### src/rtl/touch_coord_filter_pkg.sv
// Shared constants, FSM encoding and offset helper for the touch coordinate filter.
package touch_coord_filter_pkg;

    localparam logic [11:0] X_OFS  = 12'h096;
    localparam logic [11:0] X_SPAN = 12'hF6E;
    localparam logic [11:0] Y_OFS  = 12'h12C;
    localparam logic [11:0] Y_SPAN = 12'hED8;

    localparam int unsigned SCREEN_W_DEF = 800;
    localparam int unsigned SCREEN_H_DEF = 480;

    typedef enum logic [1:0] {
        S_IDLE  = 2'd0,
        S_ADJ   = 2'd1,
        S_SCALE = 2'd2,
        S_FILT  = 2'd3
    } state_e;

    // Remove panel offset, flooring at zero and capping at the usable span.
    function automatic logic [11:0] offset_clip(input logic [11:0] raw,
                                                input logic [11:0] ofs,
                                                input logic [11:0] span);
        logic [11:0] d;
        if (raw < ofs) begin
            return '0;
        end
        d = raw - ofs;
        return (d > span) ? span : d;
    endfunction

endpackage

### src/rtl/coord_avg4.sv
// Four-sample moving-average history with a fill counter; avg_o is the value
// the output takes if din_i is pushed this cycle.
module coord_avg4
    import touch_coord_filter_pkg::*;
#(
    parameter int unsigned W = 10
) (
    input  logic         clk_i,
    input  logic         rstb_i,
    input  logic         clr_i,
    input  logic         push_i,
    input  logic [W-1:0] din_i,
    output logic [W-1:0] avg_o
);

    // The incoming sample is the fourth entry, so only three are stored.
    logic [W-1:0] h_q [3];
    logic [W-1:0] h_d [3];
    logic [2:0]   n_q, n_d;
    logic [W+1:0] sum;

    always_comb begin
        sum = (W+2)'(din_i) + (W+2)'(h_q[0]) + (W+2)'(h_q[1]) + (W+2)'(h_q[2]);
        avg_o = (n_q >= 3'd3) ? W'(sum >> 2) : din_i;
    end

    always_comb begin
        h_d = h_q;
        n_d = n_q;
        if (clr_i) begin
            for (int unsigned i = 0; i < 3; i++) h_d[i] = '0;
            n_d = '0;
        end else if (push_i) begin
            h_d[2] = h_q[1];
            h_d[1] = h_q[0];
            h_d[0] = din_i;
            if (n_q < 3'd4) n_d = n_q + 3'd1;
        end
    end

    always_ff @(posedge clk_i) begin
        if (!rstb_i) begin
            for (int unsigned i = 0; i < 3; i++) h_q[i] <= '0;
            n_q <= '0;
        end else begin
            h_q <= h_d;
            n_q <= n_d;
        end
    end

endmodule

### src/rtl/touch_coord_filter.sv
// Touch sample post-processing: offset removal, scaling to screen, Z debounce
// and 4-sample position smoothing, one sample per four cycles.
module touch_coord_filter
    import touch_coord_filter_pkg::*;
#(
    parameter int unsigned SCREEN_W    = SCREEN_W_DEF,
    parameter int unsigned SCREEN_H    = SCREEN_H_DEF,
    parameter int unsigned X_SCALE     = 13269,
    parameter int unsigned Y_SCALE     = 8276,
    parameter logic [11:0] Z_THRESH    = 12'h100,
    parameter int unsigned PRESS_CNT   = 2,
    parameter int unsigned RELEASE_CNT = 2
) (
    input  logic        cclk,
    input  logic        rstb,
    input  logic        sample_valid,
    input  logic [11:0] x_raw,
    input  logic [11:0] y_raw,
    input  logic [11:0] z_raw,
    output logic        ready,
    output logic [9:0]  x_scr,
    output logic [8:0]  y_scr,
    output logic        pressed,
    output logic        coord_valid,
    output logic        press_event,
    output logic        release_event
);

    localparam logic [7:0]  PRESS_TH = 8'(PRESS_CNT);
    localparam logic [7:0]  REL_TH   = 8'(RELEASE_CNT);
    localparam logic [11:0] X_MAX    = 12'(SCREEN_W - 1);
    localparam logic [11:0] Y_MAX    = 12'(SCREEN_H - 1);

    state_e      state_q, state_d;
    // xv/yv carry raw, then offset-adjusted, then scaled value through the pipeline.
    logic [11:0] xv_q, xv_d, yv_q, yv_d, xs, ys;
    logic        touched_q, touched_d;
    logic [7:0]  tcnt_q, tcnt_d, ucnt_q, ucnt_d;
    logic        pressed_q, pressed_d;
    logic [9:0]  x_scr_q, x_scr_d, x_avg;
    logic [8:0]  y_scr_q, y_scr_d, y_avg;
    logic        cv_q, cv_d, pe_q, pe_d, re_q, re_d;
    logic        push, clr;

    always_comb begin
        xs = 12'((28'(xv_q) * 28'(X_SCALE)) >> 16);
        ys = 12'((28'(yv_q) * 28'(Y_SCALE)) >> 16);
    end

    always_comb begin
        state_d   = state_q;
        xv_d      = xv_q;
        yv_d      = yv_q;
        touched_d = touched_q;
        tcnt_d    = tcnt_q;
        ucnt_d    = ucnt_q;
        pressed_d = pressed_q;
        x_scr_d   = x_scr_q;
        y_scr_d   = y_scr_q;
        cv_d      = 1'b0;
        pe_d      = 1'b0;
        re_d      = 1'b0;
        push      = 1'b0;
        clr       = 1'b0;
        unique case (state_q)
            S_IDLE: begin
                if (sample_valid) begin
                    xv_d      = x_raw;
                    yv_d      = y_raw;
                    touched_d = (z_raw >= Z_THRESH);
                    state_d   = S_ADJ;
                end
            end
            S_ADJ: begin
                xv_d    = offset_clip(xv_q, X_OFS, X_SPAN);
                yv_d    = offset_clip(yv_q, Y_OFS, Y_SPAN);
                state_d = S_SCALE;
            end
            S_SCALE: begin
                xv_d    = (xs > X_MAX) ? X_MAX : xs;
                yv_d    = (ys > Y_MAX) ? Y_MAX : ys;
                state_d = S_FILT;
            end
            S_FILT: begin
                if (touched_q) begin
                    if (tcnt_q != '1) tcnt_d = tcnt_q + 8'd1;
                    ucnt_d = '0;
                end else begin
                    if (ucnt_q != '1) ucnt_d = ucnt_q + 8'd1;
                    tcnt_d = '0;
                end
                if (!pressed_q && tcnt_d >= PRESS_TH) begin
                    pressed_d = 1'b1;
                    pe_d      = 1'b1;
                end else if (pressed_q && ucnt_d >= REL_TH) begin
                    pressed_d = 1'b0;
                    re_d      = 1'b1;
                    clr       = 1'b1;
                end
                push = touched_q && pressed_d;
                if (push) begin
                    x_scr_d = x_avg;
                    y_scr_d = y_avg;
                    cv_d    = 1'b1;
                end
                state_d = S_IDLE;
            end
            default: state_d = S_IDLE;
        endcase
    end

    always_ff @(posedge cclk) begin
        if (!rstb) begin
            state_q   <= S_IDLE;
            xv_q      <= '0;
            yv_q      <= '0;
            touched_q <= 1'b0;
            tcnt_q    <= '0;
            ucnt_q    <= '0;
            pressed_q <= 1'b0;
            x_scr_q   <= '0;
            y_scr_q   <= '0;
            cv_q      <= 1'b0;
            pe_q      <= 1'b0;
            re_q      <= 1'b0;
        end else begin
            state_q   <= state_d;
            xv_q      <= xv_d;
            yv_q      <= yv_d;
            touched_q <= touched_d;
            tcnt_q    <= tcnt_d;
            ucnt_q    <= ucnt_d;
            pressed_q <= pressed_d;
            x_scr_q   <= x_scr_d;
            y_scr_q   <= y_scr_d;
            cv_q      <= cv_d;
            pe_q      <= pe_d;
            re_q      <= re_d;
        end
    end

    coord_avg4 #(.W(10)) u_avg_x (
        .clk_i  (cclk),
        .rstb_i (rstb),
        .clr_i  (clr),
        .push_i (push),
        .din_i  (xv_q[9:0]),
        .avg_o  (x_avg)
    );

    coord_avg4 #(.W(9)) u_avg_y (
        .clk_i  (cclk),
        .rstb_i (rstb),
        .clr_i  (clr),
        .push_i (push),
        .din_i  (yv_q[8:0]),
        .avg_o  (y_avg)
    );

    assign ready         = (state_q == S_IDLE);
    assign x_scr         = x_scr_q;
    assign y_scr         = y_scr_q;
    assign pressed       = pressed_q;
    assign coord_valid   = cv_q;
    assign press_event   = pe_q;
    assign release_event = re_q;

endmodule
### config.mk
export PLATFORM = sky130hd
export DESIGN_NAME = touch_coord_filter
export DESIGN_NICKNAME = d
export VERILOG_FILES = /design/src/rtl/touch_coord_filter_pkg.sv /design/src/rtl/coord_avg4.sv /design/src/rtl/touch_coord_filter.sv
export SDC_FILE = /design/constraint.sdc
export NUM_CORES = 1
export LEC_CHECK = 0
export CORE_MARGIN = 3
export CORE_UTILIZATION = 35
export DETAILED_ROUTE_END_ITERATION = 10
export PLACE_DENSITY = 0.5
export SLEW_MARGIN = 40
export SYNTH_ARGS = -nofsm -noshare
export SYNTH_HDL_FRONTEND = slang
export SYNTH_HIERARCHICAL = 1
export SYNTH_SLANG_ARGS = --single-unit
### constraint.sdc
create_clock -name cclk -period 7.8 [get_ports cclk]
set_input_delay 1.56 -clock cclk [delete_from_list [all_inputs] [get_ports cclk]]
set_output_delay 1.56 -clock cclk [all_outputs]
set_load 0.1 [all_outputs]
After elaboration in Yosys (flattened, before gate mapping)
Index checks and enable logic that the tools add are counted.

Register bits after elaboration: 129. Logic and storage cells: 102.

Add/sub/neg operators: 12. $mul: 2. $lt $le $gt $ge: 13. Equal/unequal tests: 6. Multiplexer cells: 35. Bitwise logic cells: 1. Reductions and logical operators: 13.

Operators with widths (number): $mux W12 (8); $pmux W12 S3 (2); $mux W8 (6); $mux W10 (3); $mul A12 B14 Y26 const B (1); $add A12 B10 Y12 (2); $gt A12 B12 Y1 const B (2); $mul A12 B12 Y24 const B (1); $add A11 B9 Y11 (2); $add A8 B1 Y8 const B (2); $ge A8 B2 Y1 const B (2); $ne A8 B8 Y1 const B (2); $mux W1 (13); $ge A12 B9 Y1 const B (1); $lt A12 B8 Y1 const B (1); $lt A12 B9 Y1 const B (1); $reduce_and A2 Y1 (6); $sub A12 B8 Y12 const B (1); $sub A12 B9 Y12 const B (1); $add A10 B10 Y11 (1); $add A9 B9 Y10 (1); $gt A10 B10 Y1 const B (1); $gt A10 B9 Y1 const B (1); $mux W9 (1); other kinds (14) (20).

Depth between registers and ports, before layout
Gate-level depths: netlist of run 1.

Depth after elaboration: 12. Mapped depth: 20. Gate-level depth less buffers: 20.

Hierarchy
The synthesis of run 1 kept the hierarchy.

By module, submodules not included: touch_coord_filter (instances 1, cells an instance 989, area an instance 8324.2 µm², sequential area each 1321.3 µm²); coord_avg4 (u_avg_x) (instances 1, cells an instance 270, area an instance 2354.8 µm², sequential area each 660.6 µm²); coord_avg4 (u_avg_y) (instances 1, cells an instance 229, area an instance 2070.7 µm², sequential area each 600.6 µm²).

Worst setup path after synthesis of run 1
Ideal clock, no wire load.

Path kind: register to register. Start point: register xv_q[8]. End point: register xv_q[1]. Setup time: 86 ps. Arrival: 5470 ps. Data required time: 7714 ps. Setup slack: 2244 ps. Cell stages (with the launch flop): 20. Path buffers: 0. Cell sequence: dfxtp_1 > inv_1 > fa_1 > inv_1 > ha_1 > a21o_1 > fa_1 > fa_1 > inv_1 > fa_1 > inv_1 > ha_1 > a21o_1 > a31o_1 > a221o_1 > o311ai_2 > a21o_1 > nand3_1 > or3_1 > a221oi_2.

Word-level cells in the longest chain between the ends: 5.

RTL lines: start: declaration (RTL line touch_coord_filter.sv:36) `logic [11:0] xv_q, xv_d, yv_q, yv_d, xs, ys;`; start signal: assignment (RTL line touch_coord_filter.sv:128) `xv_q <= xv_d;`; parallel branches: the longest is 4 deep, another holds $mul A12 B14 Y26; $pmux W12 S3 * (RTL line touch_coord_filter.sv:65) `unique case (state_q)`.

Mark *: on every way between the ends. The select of a mux whose other input is x is not followed. A chain may end at the register's enable or synchronous reset.

Final worst setup path of run 1
Start point: register xv_q[9]. End point: register xv_q[1].

Same word-level chain as after synthesis.

==> impl_metrics.tcl, run 1 <==
set metrics [dict create \
    nets 1832 \
    fin_cells 1997 \
    tns_ps 0 \
    hold_buffers 0 \
    grt_usage_pct 16.6 \
    hold_class "reg2reg" \
    whs_ps 482 \
    ys_top_cells_by_area "dfxtp_1 20%, ha_1 17%, fa_1 16%" \
    period_share_pct 83.0 \
    synth_nets 1796 \
    tritoncts "built" \
    ant_nets 0 \
    avgRoutedWirePerCell_um 15.5 \
    synth_top_family_by_area "adder cells" \
    syn_area_um2 12700 \
    post-cts-setup-buffer-count 0 \
    place_hpwl_um 23900 \
    critPathLaunchType "register" \
    vias 10077 \
    drv_cap 0 \
    grt.overflow.total 0 \
    rsz0062_at_grt "false" \
    synth-edff-count 0 \
    die_h_um 197 \
    synth_area_leader_cell "dfxtp_1" \
    start_util_pct 35.7 \
    rows 69 \
    fin_crit_ps 6470 \
    yosysSeqAreaShare_pct 20.3 \
    max_freq_mhz 154 \
    ys.flop_type "dfxtp_1" \
    gp_congestion 0.815 \
    yosys.area.top_type_share_pct 20.3 \
    root_buffer "clkbuf_16" \
    synthAdderAreaFrac_pct 32.3 \
    worstSetupEndpointType "register" \
    ys_warn_count 6 \
    cts_made_buffers 17 \
    io_pins 63 \
    syn_area_per_cell_um2 8.57 \
    clkTransAtPathRegs_ps 60 \
    first_iter_violations 381 \
    yosysUniqueCellTypes 72 \
    crit_fanout 12 \
    antenna_found_initial 0 \
    fin_worst_skew_ps 7.38 \
    drt-total-wl_um 31000 \
    cp.required_ps 8130 \
    finalSetupViolCount 0 \
    holdPathEnd "ucnt_q[1]$_SDFFE_PN0P_" \
    remaining_drc_errors 0 \
    grt_max_degree 48 \
    crit_type "reg2reg" \
    synthSimpleGateAreaFrac_pct 12.6 \
    clock_latency_ps 420 \
    hold_viol_final 0 \
    final_util_pct 39.9 \
    io_buffers 54 \
    r2r_cells 17 \
    dp.cells 1966 \
    area_growth_pct 11.9 \
    synth_seq_cells 129 \
    clock_path_buffers 2 \
    rrSetupSlack_ps 1330 \
    synthArstFlopShare_pct 0 \
    hp-start "ucnt_q[1]$_SDFFE_PN0P_" \
    cts_resized 0 \
    clkSinkCount 129 \
    max-slew-margin-rel_pct 44.0 \
    r2r_start "xv_q[9]$_SDFFE_PN0P_" \
    worstPathArrival_ps 6800 \
    synth_xor_area_share_pct 2.75 \
    slew_violations 0 \
    core-area_um2 35700 \
    yosys-mux-area-fraction_pct 6.62 \
    crit-reg2reg-capture "xv_q[1]$_SDFFE_PN0P_" \
    diodes 0 \
    layout-drive-gt1-share_pct 6.12 \
    detail_route.first_pass.iterations 5 \
    status "complete, no violations" \
    worst_pin_slew_ps 840 \
    holdPathStages 2 \
    die_area_um2 38800 \
    synth_compound_area_share_pct 15.7 \
    synthCells 1488 \
    htreeDepth 4 \
    grt_pass1_vias 10294 \
    grt_pass1_wl_um 52100 \
    die_w_um 197 \
    viasPerCell 5.05 \
]
critical path, cell delays in order (launching register included):
cell,delay [ps]
dfxtp_1,780
inv_1,230
ha_1,430
xor2_1,190
ha_1,310
fa_1,520
fa_1,560
inv_1,60
fa_1,530
inv_1,40
ha_1,380
and2_1,190
a221oi_1,490
a311oi_1,170
a211oi_1,490
nand3_1,270
or3_1,500
a221oi_2,230
synthesized netlist by cell type, types with 4 or more instances:
cell	number
fa_1	100
nand4b_1	4
ha_1	169
o21ai_1	12
and4_1	4
a311oi_1	4
a31oi_1	17
o21bai_1	9
a211oi_1	20
nand2_1	61
o21ai_0	57
a221oi_1	5
or3_1	8
inv_1	273
xnor2_1	26
nand3_1	28
dfxtp_1	129
nand2b_1	14
buf_2	10
mux2i_1	81
xor2_1	14
and3_1	20
clkbuf_1	42
nor4_1	4
a21oi_1	77
nand4_1	12
o211ai_1	12
a221o_1	4
a211o_1	4
a41oi_1	8
o31ai_1	9
nor2b_1	7
nor2_1	139
and2_1	7
a21o_1	20
nor3_1	21
flip-flops by register name, summed over array words and instances (netlist names):
name,cells
release_event,1
tcnt_q,8
xv_q,12
x_scr,10
pressed,1
yv_q,12
state_q,2
u_avg_x/n_q,3
ucnt_q,8
y_scr,9
coord_valid,1
u_avg_y/n_q,3
press_event,1
u_avg_x/h_q,30
u_avg_y/h_q,27
touched_q,1
area by class of cell:
cell class              count  area (µm²)
clock buffers              19         443
clock inverters            12         159
fillers                  3668       21500
inverters                 273        1030
multi-input cells        1032        8930
flip-flops and latches    129        2580
well taps                 461         577
repair buffers             71         541
through the flow:
step	instance area (µm²)	setup WS, ps
2_1_floorplan	12700	2240
3_3_place_gp	13800	1320
3_5_place_dp	13700	1340
4_1_cts	14300	1290
5_1_grt	14300	931
6_report	14300	1330
placed cells by master, fill, tap and decap left out, drive strengths merged, types with 5 or more instances in the layout:
master         instances
nor2                 139
clkdlybuf4s50         30
nor3                  21
o21ai                 69
xor2                  14
a21o                  20
o211ai                12
a221oi                 7
a41oi                  8
xnor2                 26
nor4                   5
fa                   100
nand3                 28
clkinv                 7
nand2                 61
clkbuf                19
nand4                 12
a211oi                23
buf                   41
and3                  20
dfxtp                129
o21bai                 9
or3                    9
a31oi                 17
ha                   169
mux2i                 81
nand2b                14
and2                   7
inv                  273
o31ai                  9
a311oi                 5
nor2b                  7
a21oi                 80
how the worst max path moves through the flow:
stage,from,endpoint,depth (start not counted)
CTS,xv_q[6]$_SDFFE_PN0P_,xv_q[1]$_SDFFE_PN0P_,19
global route,xv_q[6]$_SDFFE_PN0P_,xv_q[1]$_SDFFE_PN0P_,19
finish,xv_q[9]$_SDFFE_PN0P_,xv_q[1]$_SDFFE_PN0P_,17
floorplan,xv_q[8]$_SDFFE_PN0P_,xv_q[1]$_SDFFE_PN0P_,19
global placement,xv_q[6]$_SDFFE_PN0P_,xv_q[1]$_SDFFE_PN0P_,19
detailed placement,xv_q[6]$_SDFFE_PN0P_,xv_q[1]$_SDFFE_PN0P_,19
routing by layer:
| metal | track usage, % | wire length [µm] | vias up |
|---|---|---|---|
| li1 | - | - | 5105 |
| met1 | 21.5 | 14600 | 4792 |
| met2 | 29.0 | 14900 | 137 |
| met3 | 1.97 | 750 | 43 |
| met4 | 4.83 | 700 | 0 |
| met5 | 0 | 0 | - |
logic make-up (layout without fill, tap and decap cells):
family,count (synthesis),count (layout)
AO/OA/AOI/OAI,300,300
XOR/XNOR,40,40
adder cells (fa/ha/maj),269,269
buffers and inverters,327,375
flip-flops,129,129
multiplexers,84,84
AND/OR/NAND/NOR,339,339
Power of run 1 is not shown: default switching activity piles up to over one toggle a cycle in this logic, so the estimate is an artifact.
==> run 2: changes to the inputs <==
==> constraint.sdc (replaced) <==
create_clock -name cclk -period 6.3 [get_ports cclk]
set_input_delay 1.26 -clock cclk [delete_from_list [all_inputs] [get_ports cclk]]
set_output_delay 1.26 -clock cclk [all_outputs]
set_load 0.1 [all_outputs]
==> run 2 against run 1 <==
  * Final cell count is 0.80% higher
  * Die area stayed put
  * Fmax is 11% higher
  * Non-clock buffer count is 15 higher
  * Via count hardly changed
  * Hold slack better by 7.8 ps
  * Worst setup slack worse by 840 ps
  * First-iteration DRC count is 3.1% higher
  * Critical path type unchanged
==> impl_metrics.tcl, run 2 (synthesized netlist as in run 1, its figures left out) <==
set metrics [dict create \
    top_register "u_avg_x/h_q" \
    tns_ps 0 \
    layout-drive-gt1-share_pct 7.15 \
    rows 69 \
    rsz0062_at_grt "false" \
    tritoncts "built" \
    r2r_cells 18 \
    place_hpwl_um 24400 \
    core-area_um2 35700 \
    drv_cap 0 \
    worstPathArrival_ps 6100 \
    htreeDepth 4 \
    crit_type "reg2reg" \
    reg_top3 "u_avg_x/h_q (30), u_avg_y/h_q (27)" \
    clkSinkCount 129 \
    first_iter_violations 393 \
    fin_crit_ps 5810 \
    ant_nets 0 \
    cp_top_family "adder cells" \
    cp.required_ps 6590 \
    whs_ps 490 \
    drt-total-wl_um 31100 \
    use_met1_pct 21.9 \
    clock_path_buffers 2 \
    cts_resized 0 \
    critPathLaunchType "register" \
    grt.overflow.total 0 \
    final_util_pct 40.4 \
    cpMaxStageDelayCell "fa_1" \
    worst_pin_slew_ps 795 \
    gp_congestion 0.813 \
    nets 1847 \
    final_common_cell "inv_1" \
    cp-startpoint "xv_q[4]$_SDFFE_PN0P_" \
    cp_num_cells 18 \
    fin_worst_skew_ps 10.2 \
    crit_end "xv_q[3]$_SDFFE_PN0P_" \
    antenna_found_initial 0 \
    hold_class "reg2reg" \
    seq_area_um2 2580 \
    hold_viol_final 0 \
    viasPerCell 5.00 \
    die_area_um2 38800 \
    hold_buffers 0 \
    die_w_um 197 \
    status "complete, no violations" \
    r2r_start "xv_q[4]$_SDFFE_PN0P_" \
    fin_cells 2013 \
    cp_cell_sequence "inv_1 > ha_1 > fa_1 > inv_1 > fa_1 > fa_1 > inv_1 > fa_1 > inv_1 > ha_1 > and3_1 > and2_1 > a221oi_1 > a31oi_1 > or3_1 > a221oi_1 > or3_1 > a41oi_1" \
    fill_cells 3673 \
    multi_input_area_um2 8940 \
    diodes 0 \
    avgRoutedWirePerCell_um 15.4 \
    largest_register_ffs 30 \
    remaining_drc_errors 0 \
    crit_fanout 6 \
    grt_usage_pct 16.7 \
    use_met3_pct 1.83 \
    io_buffers 54 \
    rrSetupSlack_ps 490 \
    clock_latency_ps 420 \
    dp.cells 1981 \
    layout_common_cells "271 x inv_1, 169 x ha_1, 139 x nor2_1" \
    post-cts-setup-buffer-count 0 \
    start_util_pct 35.7 \
    slowest_delay_ps 560 \
    die_h_um 197 \
    detail_route.first_pass.iterations 4 \
    max-slew-margin-rel_pct 46.9 \
    root_buffer "clkbuf_16" \
    grt_max_degree 37 \
    period_share_pct 92.3 \
    grtUsageMet2_pct 29.5 \
    busiest_layer "met2" \
    area_growth_pct 13.2 \
    clkTransAtPathRegs_ps 60 \
    cts_made_buffers 17 \
    grt_pass1_vias 10186 \
    slew_violations 0 \
    crit-reg2reg-capture "xv_q[3]$_SDFFE_PN0P_" \
    max_freq_mhz 172 \
    io_pins 63 \
    vias 10075 \
    worstSetupEndpointType "register" \
    cp_num_buf_inv 4 \
    grt_pass1_wl_um 52600 \
    finalSetupViolCount 0 \
]
run 2: cell count changes in the layout (fill, tap and decap cells not counted), moves of 2 or more:
| cell | delta |
|---|---|
| clkbuf_1 | +2 |
| clkinv_4 | -2 |
| bufinv_16 | +2 |
| buf_4 | +15 |
| clkinv_2 | -2 |
run 2: through the flow:
| stage | setup WS [ps] | area [µm²] |
|---|---|---|
| floorplan | 744 | 12700 |
| global placement | 396 | 13900 |
| detailed placement | 415 | 13800 |
| CTS | 369 | 14400 |
| global route | 99.3 | 14400 |
| finish | 486 | 14400 |
run 2: per-layer routing:
metal  vias to the layer above  share of wire [%]
li1                       5132                  -
met1                      4788                 47
met2                       128                 49
met3                        27                2.6
met4                         0                1.5
met5                         -                  0
run 2: worst register-to-register path, stage by stage, from the launching register on:
cell      delay, ps
dfxtp_1         490
inv_1            80
ha_1            370
fa_1            560
inv_1            50
fa_1            470
fa_1            560
inv_1            60
fa_1            540
inv_1            40
ha_1            320
and3_1          170
and2_1          170
a221oi_1        450
a31oi_1         260
or3_1           380
a221oi_1        320
or3_1           260
a41oi_1         140
run 2: layout make-up:
cell class	instances	area share, %
clock buffer	21	3.12
clock inverter	11	1.39
inverter	273	7.11
multi-input combinational	1032	61.9
sequential	129	17.9
tap	461	4.00
timing repair buffer	86	4.54
run 2: worst min-delay path by stage:
stage                                 from                           to  cells past startpoint
6_report             x_scr[3]$_SDFFE_PN0P_        x_scr[3]$_SDFFE_PN0P_                      2
5_1_grt              y_scr[4]$_SDFFE_PN0P_        y_scr[4]$_SDFFE_PN0P_                      2
4_1_cts        u_avg_y/h_q[6]$_SDFFE_PP0P_  u_avg_y/h_q[6]$_SDFFE_PP0P_                      2
3_5_place_dp   u_avg_y/h_q[6]$_SDFFE_PP0P_  u_avg_y/h_q[6]$_SDFFE_PP0P_                      2
3_3_place_gp        ucnt_q[1]$_SDFFE_PN0P_       ucnt_q[1]$_SDFFE_PN0P_                      2
2_1_floorplan       ucnt_q[1]$_SDFFE_PN0P_       ucnt_q[1]$_SDFFE_PN0P_                      2
Power of run 2 is left out for the same reason.
==> run 3: changes to the inputs <==
--- a/config.mk
+++ b/config.mk
@@ -8,7 +8,9 @@
 export CORE_MARGIN = 3
 export CORE_UTILIZATION = 35
 export DETAILED_ROUTE_END_ITERATION = 10
+export GPL_ROUTABILITY_DRIVEN = 0
 export PLACE_DENSITY = 0.5
+export SETUP_SLACK_MARGIN = 0.2
 export SLEW_MARGIN = 40
 export SYNTH_ARGS = -nofsm -noshare
 export SYNTH_HDL_FRONTEND = slang
==> run 3 against run 2 <==
  * Register-to-register slack improved by 40 ps
  * Global-route usage unchanged
  * Routed wire length about the same
  * Sequential cell count unchanged
  * Die area unchanged
  * Hold slack unchanged
  * Clock skew about the same
  * Critical path depth unchanged
  * Worst setup slack improved by 39 ps
  * Design area about the same
==> impl_metrics.tcl, run 3 (synthesized netlist as in run 1, its figures left out) <==
set metrics [dict create \
    status "complete, no violations" \
    tns_ps 0 \
    r2r_cells 18 \
    seq_area_um2 2580 \
    hold_class "reg2reg" \
    viasPerCell 5.00 \
    cp_num_cells 18 \
    rsz0062_at_grt "false" \
    fin_cells 2013 \
    worstPathArrival_ps 6100 \
    rrSetupSlack_ps 530 \
    grt_pass1_wl_um 52600 \
    io_pins 63 \
    layout-drive-gt1-share_pct 7.22 \
    reg_top3 "u_avg_x/h_q (30), u_avg_y/h_q (27)" \
    place_hpwl_um 24400 \
    root_buffer "clkbuf_16" \
    clock_latency_ps 420 \
    slowest_delay_ps 560 \
    fin_crit_ps 5770 \
    cp_cell_sequence "inv_1 > ha_1 > fa_1 > inv_1 > fa_1 > fa_1 > inv_1 > fa_1 > inv_1 > ha_1 > and3_1 > and2_1 > a221o_1 > o311ai_2 > a21o_1 > nand3_1 > or3_1 > a221oi_2" \
    place_area_um2 13800 \
    avgRoutedWirePerCell_um 15.4 \
    top_register "u_avg_x/h_q" \
    start_util_pct 35.7 \
    clock_path_buffers 2 \
    cp_num_buf_inv 4 \
    slew_violations 0 \
    period_share_pct 91.7 \
    multi_input_area_um2 8940 \
    crit_fanout 6 \
    fin_worst_skew_ps 10.5 \
    detail_route.first_pass.iterations 4 \
    worst_pin_slew_ps 785 \
    crit_type "reg2reg" \
    ant_nets 0 \
    remaining_drc_errors 0 \
    drt-total-wl_um 31100 \
    cts_made_buffers 17 \
    first_iter_violations 385 \
    htreeDepth 4 \
    grt_usage_pct 16.7 \
    tritoncts "built" \
    max_freq_mhz 173 \
    cp.required_ps 6630 \
    layout_common_cells "271 x inv_1, 169 x ha_1, 139 x nor2_1" \
    die_h_um 197 \
    largest_register_ffs 30 \
    critPathLaunchType "register" \
    grt_max_degree 37 \
    core-area_um2 35700 \
    antenna_found_initial 0 \
    final_common_cell "inv_1" \
    grt_pass1_vias 10186 \
    hold_viol_final 0 \
    die_w_um 197 \
    post-cts-setup-buffer-count 0 \
    fin_area_um2 14400 \
    clkSinkCount 129 \
    fill_cells 3672 \
    die_area_um2 38800 \
    worstSetupEndpointType "register" \
    diodes 0 \
    drv_cap 0 \
    vias 10075 \
    rows 69 \
    dp.cells 1981 \
    finalSetupViolCount 0 \
    nets 1847 \
    grt.overflow.total 0 \
    cpMaxStageDelayCell "fa_1" \
    area_growth_pct 13.2 \
    holdPathStages 2 \
    io_buffers 54 \
    clkTransAtPathRegs_ps 60 \
    max-slew-margin-rel_pct 47.3 \
    cp_top_family "adder cells" \
]
## run 3: tightest hold or removal path: stages, from the launching register on
cell,delay [ps]
dfxtp_1,320
mux2i_1,70
nor2_1,70
## run 3: area by class of cell
cell class / count / share of cell area (%)
timing repair buffer: 86 / 4.53
multi-input combinational: 1032 / 62.0
clock inverter: 11 / 1.39
tap: 461 / 4.00
sequential: 129 / 17.9
clock buffer: 21 / 3.12
inverter: 273 / 7.11
## run 3: worst paths after layout
kind / start / end
setup / recovery: xv_q[4]$_SDFFE_PN0P_ / xv_q[1]$_SDFFE_PN0P_
hold reg to reg: x_scr[3]$_SDFFE_PN0P_ / x_scr[3]$_SDFFE_PN0P_
hold / removal: x_scr[3]$_SDFFE_PN0P_ / x_scr[3]$_SDFFE_PN0P_
setup reg to reg: xv_q[4]$_SDFFE_PN0P_ / xv_q[1]$_SDFFE_PN0P_
## run 3: per-layer routing
metal / vias to the layer above / global-route usage, % / wire length (µm)
met4: 0 / 4.30 / 470
li1: 5136 / - / -
met5: - / 0 / 0
met3: 27 / 1.83 / 742
met1: 4788 / 21.9 / 14700
met2: 124 / 29.5 / 15100
## run 3: timing repair
item,in CTS,in global routing
setup endpoints to repair,0,5
hold buffers,0,0
resized for setup,0,2
hold endpoints to repair,0,0
## run 3: stage by stage
stage / worst slack [ps] / utilization [%] / hold WS (ps)
2_1_floorplan: 744 / - / 449
3_3_place_gp: 396 / 38.8 / 470
3_5_place_dp: 415 / 38.5 / 484
4_1_cts: 369 / 40.4 / 498
5_1_grt: 229 / 40.4 / 515
6_report: 525 / 40.4 / 490
Power of run 3 is left out for the same reason.
